### src/rtl/mul_pkg.sv
// Shared types and constants for the iterative 32x32 multiply unit.
package mul_pkg;

  localparam int unsigned NIB_W   = 4;
  localparam int unsigned XLEN    = 32;
  localparam int unsigned NUM_NIB = XLEN / NIB_W;

  localparam logic [6:0] OP_MUL   = 7'h30;
  localparam logic [6:0] OP_MULH  = 7'h31;
  localparam logic [6:0] OP_MULHU = 7'h32;

  typedef enum logic [1:0] {
    StIdle,
    StBusy,
    StDone
  } state_t;

endpackage

### src/rtl/mul_pp_32x4.sv
// Combinational partial product: multiplicand times one multiplier nibble.
module mul_pp_32x4 #(
  parameter int unsigned XLEN  = 32,
  parameter int unsigned NIB_W = 4
) (
  input  logic [XLEN-1:0]       mcand,
  input  logic [NIB_W-1:0]      nib,
  output logic [XLEN+NIB_W-1:0] pp
);

  assign pp = {{NIB_W{1'b0}}, mcand} * {{XLEN{1'b0}}, nib};

endmodule

### src/rtl/multiply_seq_32.sv
// Iterative 32x32 multiplier, one multiplier nibble per cycle, valid/ready in and out.
// Optional MUL_EARLY_OUT_EN: finish as soon as the remaining multiplier nibbles are zero.
module multiply_seq_32 #(
  parameter int unsigned NIB_W = mul_pkg::NIB_W,
  parameter int unsigned XLEN  = mul_pkg::XLEN
) (
  input  logic              clk,
  input  logic              rst_n,
  input  logic              in_valid,
  output logic              in_ready,
  input  logic [6:0]        opcode,
  input  logic [XLEN-1:0]   multiplicand,
  input  logic [XLEN-1:0]   multiplier,
  output logic              out_valid,
  input  logic              out_ready,
  output logic [2*XLEN-1:0] product,
  output logic [XLEN-1:0]   result,
  output logic              out_err
);
  import mul_pkg::*;

  localparam int unsigned LastNib = XLEN / NIB_W - 1;

  state_t              state_q;
  logic [6:0]          op_q;
  logic [XLEN-1:0]     mcand_q, mplier_q;
  logic                neg_q;
  logic [2*XLEN-1:0]   acc_q, acc_sum, acc_fin, product_q;
  logic [2:0]          nib_q;
  logic [XLEN-1:0]     result_q;
  logic                err_q, out_valid_q, in_ready_q;
  logic [XLEN+NIB_W-1:0] pp;
  logic                last_nib, op_ok, is_mulh;
  logic [XLEN-1:0]     a_mag, b_mag;

  // mplier_q is shifted down each cycle, so the current nibble is always its low bits.
  mul_pp_32x4 #(
    .XLEN (XLEN),
    .NIB_W(NIB_W)
  ) u_pp (
    .mcand(mcand_q),
    .nib  (mplier_q[NIB_W-1:0]),
    .pp   (pp)
  );

  always_comb begin
    is_mulh = (opcode == OP_MULH);
    op_ok   = (opcode == OP_MUL) || (opcode == OP_MULH) || (opcode == OP_MULHU);
    a_mag   = (is_mulh && multiplicand[XLEN-1]) ? -multiplicand : multiplicand;
    b_mag   = (is_mulh && multiplier[XLEN-1])   ? -multiplier   : multiplier;
    acc_sum = acc_q + ({{(XLEN-NIB_W){1'b0}}, pp} << (nib_q * NIB_W));
    acc_fin = neg_q ? -acc_sum : acc_sum;
`ifdef MUL_EARLY_OUT_EN
    last_nib = (nib_q == 3'(LastNib)) || ((mplier_q >> NIB_W) == '0);
`else
    last_nib = (nib_q == 3'(LastNib));
`endif
  end

  always_ff @(posedge clk or negedge rst_n) begin
    if (!rst_n) begin
      state_q     <= StIdle;
      op_q        <= '0;
      mcand_q     <= '0;
      mplier_q    <= '0;
      neg_q       <= 1'b0;
      acc_q       <= '0;
      nib_q       <= '0;
      product_q   <= '0;
      result_q    <= '0;
      err_q       <= 1'b0;
      out_valid_q <= 1'b0;
      in_ready_q  <= 1'b1;
    end else begin
      unique case (state_q)
        StIdle: begin
          if (in_valid) begin
            op_q       <= opcode;
            mcand_q    <= a_mag;
            mplier_q   <= b_mag;
            neg_q      <= is_mulh && (multiplicand[XLEN-1] ^ multiplier[XLEN-1]);
            acc_q      <= '0;
            nib_q      <= '0;
            in_ready_q <= 1'b0;
            err_q      <= !op_ok;
            if (op_ok) begin
              state_q <= StBusy;
            end else begin
              state_q     <= StDone;
              product_q   <= '0;
              result_q    <= '0;
              out_valid_q <= 1'b1;
            end
          end
        end
        StBusy: begin
          acc_q    <= acc_sum;
          nib_q    <= nib_q + 3'd1;
          mplier_q <= mplier_q >> NIB_W;
          if (last_nib) begin
            state_q     <= StDone;
            product_q   <= acc_fin;
            result_q    <= (op_q == OP_MUL) ? acc_fin[XLEN-1:0] : acc_fin[2*XLEN-1:XLEN];
            out_valid_q <= 1'b1;
          end
        end
        StDone: begin
          if (out_ready) begin
            state_q     <= StIdle;
            out_valid_q <= 1'b0;
            in_ready_q  <= 1'b1;
          end
        end
        default: state_q <= StIdle;
      endcase
    end
  end

  assign in_ready  = in_ready_q;
  assign out_valid = out_valid_q;
  assign product   = product_q;
  assign result    = result_q;
  assign out_err   = err_q;

endmodule

### config.mk
export PLATFORM = sky130hd
export DESIGN_NAME = multiply_seq_32
export DESIGN_NICKNAME = d
export VERILOG_FILES = /design/src/rtl/mul_pkg.sv /design/src/rtl/mul_pp_32x4.sv /design/src/rtl/multiply_seq_32.sv
export SDC_FILE = /design/constraint.sdc
export NUM_CORES = 1
export LEC_CHECK = 0
export BUFFER_PORTS_ARGS = -buffer_cell sky130_fd_sc_hd__clkbuf_2
export CAP_MARGIN = 20
export CORE_ASPECT_RATIO = 0.7
export CORE_MARGIN = 2
export CORE_UTILIZATION = 60
export CTS_BUF_LIST = sky130_fd_sc_hd__clkbuf_8
export DETAILED_ROUTE_END_ITERATION = 8
export PLACE_DENSITY = 0.8
export SLEW_MARGIN = 20
export SYNTH_ARGS = -nofsm -noshare
export SYNTH_HDL_FRONTEND = slang
export SYNTH_SLANG_ARGS = --single-unit
### constraint.sdc
create_clock -name clk -period 12.45 [get_ports clk]
set_input_delay 1.245 -clock clk [delete_from_list [all_inputs] [get_ports clk]]
set_output_delay 1.245 -clock clk [all_outputs]
set_load 0.02 [all_outputs]
# Word level (Yosys, flattened, before mapping)
# Cells that the tools add are included.
# W data, S select, Z words.
# classes
addsub	5
n_mul	1
eq_ne	11
shift	1
n_mux	31
n_bitwise	1
reduce_logical	16
# op_table
cell	count
$mux W64	5
$pmux W64 S2	2
$mux W32	7
$pmux W32 S2	2
$add A64 B64 Y64	1
$neg A32 Y32	2
$neg A64 Y64	1
$shl A36 B5 Y64	1
$mul A32 B4 Y36	1
$eq A7 B6 Y1 const B	4
$mux W2	4
$ne A2 B2 Y1 const B	4
$mux W1	6
$pmux W2 S3	1
$pmux W3 S2	1
$reduce_and A3 Y1	2
$reduce_and A5 Y1	1
$reduce_and A2 Y1	2
$reduce_and A4 Y1	1
$reduce_bool A2 Y1	2
$add A3 B1 Y3 const B	1
$eq A3 B3 Y1 const B	1
$logic_and A1 B1 Y1	3
$mux W3	1
9 further kinds	10
# word_totals
ff_bits	240
input_bits	75
output_inout_bits	99
elab_cells	78

# Depth between registers and ports, before layout
# Gate-level depths: netlist (run 1).
# depth
ltp_word	8
mapped_depth	37
depth_no_buf	33

# Cells and area by module
# Synthesis (run 1) repeated with hierarchy kept, for this count alone.
# hier_totals
cells_unflattened	2755
hier_area_um2	22127.5
# by_module_without_submodules
module	n_inst	cells_each	area_per_inst_um2	seq_area_each_um2
multiply_seq_32	1	2163	17797.1	6007.0
mul_pp_32x4	1	592	4330.4	0.0

# Worst setup path after synthesis (run 1)
# OpenSTA, ideal clock, no wires.
# synth_path
kind	register -> register
from	reg mplier_q[3]
to	reg result_q[28], in the netlist result[28]
setup_time_ns	0.131
arrival_ns	9.895
required_ns	12.319
path_slack_ns	2.424
path_stages_with_launch	36
n_path_buf	3
period_less_slack_ns	10.026
cell_sequence	dfrtp_1 clkbuf_1 nand2_1 fa_1 inv_1 fa_1 fa_1 a21o_1 a21oi_1 o21bai_1 a21oi_1 o21ai_0 a31o_2 a311oi_1 o21ai_0 a221o_1 a21oi_1 xor2_1 a2bb2oi_1 mux2i_1 ha_1 clkbuf_1 nand4_1 or3_1 or4_1 a2111oi_0 nor3_1 xnor2_1 nand2b_1 or4_1 or3_1 clkbuf_1 or4_4 o21a_1 nor3b_1 or3_1
# synth_via
elab_chain_cells	8
# synth_lines
element	line	rtl
start: declaration	multiply_seq_32.sv:26	logic [XLEN-1:0] mcand_q, mplier_q;
start signal: assignment	multiply_seq_32.sv:80	mplier_q <= b_mag;
start signal: assignment	multiply_seq_32.sv:99	mplier_q <= mplier_q >> NIB_W;
$mul A32 B4 Y36 (*)	mul_pp_32x4.sv:11	assign pp = {{NIB_W{1'b0}}, mcand} * {{XLEN{1'b0}}, nib};
$shl A36 B5 Y64 (*)	multiply_seq_32.sv:51	acc_sum = acc_q + ({{(XLEN-NIB_W){1'b0}}, pp} << (nib_q * NIB_W));
$add A64 B64 Y64 (*)	multiply_seq_32.sv:51	
$neg A64 Y64	multiply_seq_32.sv:52	acc_fin = neg_q ? -acc_sum : acc_sum;
$mux W64 (*)	multiply_seq_32.sv:52	
$mux W32 (*)	multiply_seq_32.sv:103	result_q <= (op_q == OP_MUL) ? acc_fin[XLEN-1:0] : acc_fin[2*XLEN-1:XLEN];
$mux W32 (*)	multiply_seq_32.sv:100	if (last_nib) begin
$pmux W32 S2 (*)	multiply_seq_32.sv:75	unique case (state_q)
end signal: assignment	multiply_seq_32.sv:103	
end: declaration	multiply_seq_32.sv:30	logic [XLEN-1:0] result_q;
# Every way passes the cells marked *; elsewhere a longest branch is shown, timed or not. The select of a mux whose other input is x is not followed.
# A chain may end at the register's enable or synchronous reset.

# Worst setup path after layout (run 1)
# layout_path
from	reg mplier_q[1]
to	reg result_q[31], in the netlist result[31]
# The elaborated chain is that of the path after synthesis.

==> run summary, run 1 <==
Status -> completed
Required time of the worst setup path -> 12.90 ns
Yosys warns -> 0
Largest net degree at the start of global routing -> 110
Crit-path max cell delay -> 0.93 ns
Pins Over Slew Limit -> 0
Period utilization -> 0.945
EDFF count, synth -> 0
Final setup fails -> 0
Register area share after synthesis -> 0.278
Reg2reg setup slack -> 0.68 ns
Worst skew pair latency -> 0.62 ns
Cell Area, Synth -> 0.0216 mm2
Setup CP Type -> reg -> reg
Final wirelength -> 74,500 um
FFs w/ async S/R, synth -> 1.00
Dominant synthesized flop cell -> dfrtp_1
Gate Count Post-Synth -> 2,688
WL/cell -> 22.6 um
DRT Pass-1 Iters -> 8
Chip Height -> 163 um
Storage cell area -> 0.00601 mm2
CTS tree -> done
# hold bufs at CTS -> 0
Unrepaired setup endpoints after global routing -> false
CTS H-tree lvls -> 2
Multi-input combinational cell area -> 0.0145 mm2
Initial drt markers -> 3,022
WP data arrival -> 12.22 ns
Crit-path slowest cell -> dfrtp_1
Post-synth top area share -> 0.277
CTS buffer count -> 42
Vias/cell -> 6.52
Area leader, netlist -> dfrtp_1
CTS clk-pin slew, worst paths -> 0.07 ns
Fin crit period -> 11.77 ns
Clk Tree Root Cell -> clkbuf_8
Post-Syn Nets -> 2,935
Synth unique cells -> 83
Setup crit start kind -> register
Fill cells -> 2,989
Top Ports -> 174
CTS Sinks -> 240
Skew final -> 0.0521 ns
Residual DRC -> 0
Total global routing overflow -> 0
Hold Vio Cnt, Final -> 0
Synth area leaders -> dfrtp_1 (28%), nand2_1 (6.7%), ha_1 (6.4%), o21ai_0 (6.0%), fa_1 (5.6%)
Die ar. -> 0.0376 mm2
CP Capture Type -> register
Core Box Area -> 0.0357 mm2
Post-cts sizing count -> 0
RePlAce Congestion -> 1.00
Layout cells sized above 1 -> 0.121
Initial antenna violation count -> 2
Register bit total from synthesis -> 240
Final net count -> 3,037
Max frequency -> 0.0850 GHz
Hold Path Class -> reg -> reg
Syn Area/Cell -> 8.04 um2
GRT Resource Usage Total -> 0.396
Slew margin rel. -> 0.296
First-pass GRT wire length -> 116,000 um
Max Cap Violations -> 0
Slew @ Worst Pin -> 1.05 ns
Chip width -> 231 um
Row count -> 58
PortBufs -> 173
Synth-to-Final Area Change -> 9.75%
Worst-path fanout max -> 33
Final HPWL DP -> 57,300 um
Vias -> 21.5k
Vias in the first global route -> 20.1k
Sum Neg Setup Slack -> 0 ns
Starting density of the core -> 0.605
CTS max path bufs -> 3
ANT nets after route -> 0
Number of buffers added for setup after CTS -> 0
-- cell type report --
type,count,share of cell area
timing repair buffer,208,0.0481
inverter,157,0.0248
sequential,240,0.253
antenna,1,0.000105
tap,480,0.0253
clock inverter,23,0.00844
clock buffer,52,0.0302
multi-input combinational,2141,0.610
-- worst max-delay path: cells and delay by family (launching register included) --
| family | cells | cell delay, ns |
|---|---|---|
| and+or+nand+nor | 9 | 3.15 |
| AOI/OAI and AO/OA | 12 | 3.09 |
| adders and majority gates | 4 | 2.07 |
| muxes | 3 | 1.11 |
| DFF | 1 | 0.93 |
| xor gates and xnor gates | 3 | 0.69 |
| buffers and inverters | 3 | 0.54 |
-- cells in the mapped netlist (61+ instances only) --
library cell	count
inv_1	153
xor2_1	116
a21oi_1	188
clkbuf_1	130
dfrtp_1	239
a22o_1	71
and2_1	116
nor2_1	159
nand2_1	385
fa_1	61
o21ai_0	260
xnor2_1	82
ha_1	111
-- worst paths after layout --
kind / startpoint / endpoint / cells past startpoint
max: mplier_q[1] / result[31] / 34
min: result[11] / result[11] / 2
max reg2reg: mplier_q[1] / result[31] / 34
min reg2reg: result[11] / result[11] / 2
max in group asynchronous: rst_n / product[18] / 2
min in group asynchronous: rst_n / acc_q[13] / 1
-- flip-flops by register name, indices dropped and copies added, names as in the netlist --
signal	count
mcand_q	32
nib_q	3
op_q	7
in_ready	1
out_err	1
mplier_q	32
result	32
acc_q	64
neg_q	1
state_q	2
product	64
out_valid	1
-- cell families (layout without fill, tap and decap cells) --
family                     after synthesis  after routing  share of synthesized area
and+or+nand+nor                        885            885                      0.194
DFF                                    240            240                      0.278
buffers and inverters                  307            440                     0.0541
adders and majority gates              172            172                      0.121
other                                    0              1                          0
muxes                                   63             63                     0.0308
xor gates and xnor gates               199            199                     0.0813
AOI/OAI and AO/OA                      822            822                      0.241
-- layout by cell type (no fill, tap or decap), drive strengths merged, types with 36 or more instances in the layout --
cell    instances
nand2         385
o21ai         275
nor2          159
inv           171
o31ai          44
xor2          116
dfrtp         239
a21o           53
ha            111
a22o           71
xnor2          82
clkbuf        224
nand3          36
nand4          37
fa             61
buf            36
a21oi         193
and2          116
-- metal layers --
metal / global-route usage / part of all wire
met3: 0.130 / 0.14
met5: 0 / 0.00016
met1: 0.604 / 0.45
met2: 0.533 / 0.39
met4: 0.0933 / 0.022
-- through the flow --
step	cells	setup slack (ns)	util	hold WS [ns]	instance area [um2]
2_1_floorplan	2688	2.42	-	0.450	21600
3_3_place_gp	3226	1.34	0.639	0.455	22800
3_5_place_dp	3226	1.13	0.639	0.462	22800
4_1_cts	3301	1.10	0.664	0.475	23700
5_1_grt	3301	0.235	0.664	0.504	23700
6_report	3302	0.679	0.664	0.476	23700
Power of run 1 is left out: the tool's default activity adds up to more than one toggle a clock period on the data nets, which glitch-free logic cannot reach.
==> inputs of run 2 (changes only) <==
HOLD_SLACK_MARGIN = 0.05   (was not set)
clock period = 12.1 ns   (was 12.45 ns; I/O delays follow)
==> run summary, run 2 (synthesis results as in run 1) <==
Status -> completed
Row count -> 58
Routing usage on met3 -> 0.155
Hold Path Class -> reg -> reg
CTS H-tree lvls -> 2
Dpl cell area -> 0.0228 mm2
Pins Over Slew Limit -> 0
Design area -> 0.0237 mm2
Hold Startpoint -> out_err
Worst-path fanout max -> 33
Period utilization -> 0.949
Storage cell area -> 0.00601 mm2
Max Cap Violations -> 0
Chip width -> 231 um
Worst skew pair latency -> 0.60 ns
M2 GR Usage -> 0.543
Initial drt markers -> 3,124
Setup CP Type -> reg -> reg
Crit-path slowest cell -> dfrtp_2
CTS buffer count -> 41
Final setup fails -> 0
Final HPWL DP -> 57,700 um
Worst Reg2Reg Path Length in Cells -> 34
Largest net degree at the start of global routing -> 101
Commonest non-fill, non-tap cell in the layout -> nand2_1
GRT Resource Usage Total -> 0.397
Top Ports -> 174
RePlAce Congestion -> 1.05
Slew margin rel. -> 0.194
Layout cells sized above 1 -> 0.122
Antenna diodes -> 0
WP data arrival -> 11.96 ns
Reg2Reg Capture Point -> result[28]
Required time of the worst setup path -> 12.58 ns
Die ar. -> 0.0376 mm2
Vias/cell -> 6.56
CTS clk-pin slew, worst paths -> 0.07 ns
Skew final -> 0.0274 ns
Met1 Use GR -> 0.590
Fill cells -> 3,015
Hold endpoint -> out_err
Initial antenna violation count -> 2
Vias -> 21.6k
Chip Height -> 163 um
Final net count -> 3,037
CTS max path bufs -> 3
Slew @ Worst Pin -> 1.20 ns
Hold Path Depth -> 2
Clk Tree Root Cell -> clkbuf_8
Hold Vio Cnt, Final -> 0
Total global routing overflow -> 0
Fin util -> 0.665
Most frequent cells in the layout -> nand2_1 (383), o21ai_0 (260), dfrtp_1 (235)
Reg2reg start -> mplier_q[3]
WL/cell -> 22.6 um
PortBufs -> 173
CTS tree -> done
GRT Max-Usage Layer -> met1
Vias in the first global route -> 20.3k
Multi-input combinational cell area -> 0.0145 mm2
First-pass GRT wire length -> 116,000 um
Core Box Area -> 0.0357 mm2
ANT nets after route -> 0
Crit-path max cell delay -> 0.59 ns
CTS Sinks -> 240
CP Capture Type -> register
Synth-to-Final Area Change -> 9.82%
Max frequency -> 0.0871 GHz
Fin crit period -> 11.48 ns
Setup crit start kind -> register
Starting density of the core -> 0.605
Sum Neg Setup Slack -> 0 ns
Reg2reg setup slack -> 0.62 ns
Final wirelength -> 74,600 um
DRT Pass-1 Iters -> 6
Unrepaired setup endpoints after global routing -> false
Residual DRC -> 0
## run 2: how the worst max path moves through the flow
stage	from	end	cells past startpoint
final	mplier_q[3]	result[28]	34
after global routing	mplier_q[2]	result[28]	32
after CTS	mplier_q[3]	result[28]	34
after detailed placement	mplier_q[3]	result[28]	34
after global placement	mplier_q[3]	result[28]	34
after floorplan	mplier_q[3]	result[28]	35
## run 2: critical path: cells and delay by family (launching register included)
kind                     cells  cell delay [ns]
flip-flops                   1             0.59
buffers and inverters        3             0.37
XOR/XNOR                     2             0.86
multiplexers                 2             0.84
AND/OR/NAND/NOR             15             4.16
AO/OA/AOI/OAI                8             2.70
adder cells (fa/ha/maj)      4             1.82
## run 2: what timing repair did
action	CTS	global route
resized for setup	0	3
endpoints found under the setup margin	0	9
buffers inserted	0	0
hold buffers	0	0
## run 2: through the flow
step,setup WS [ns],cells,hold WS (ns)
floorplan,2.07,2688,0.450
global placement,0.990,3227,0.454
detailed placement,0.873,3227,0.460
CTS,0.854,3300,0.480
global route,0.189,3300,0.497
finish,0.616,3300,0.474
## run 2: cell type report
cell class                      instances  share of cell area
Sequential cell                       240               0.253
Timing Repair Buffer                  209              0.0483
Inverter                              157              0.0248
Clock inverter                         20             0.00885
Multi-Input combinational cell       2141               0.609
Clock buffer                           53              0.0307
Tap cell                              480              0.0253
## run 2: layer usage
| metal | wire, um | part of all wire |
|---|---|---|
| met4 | 1440 | 0.019 |
| met2 | 29300 | 0.39 |
| met5 | 26 | 0.00035 |
| met1 | 32500 | 0.44 |
| met3 | 11300 | 0.15 |
Power of run 2 is left out for the same reason.
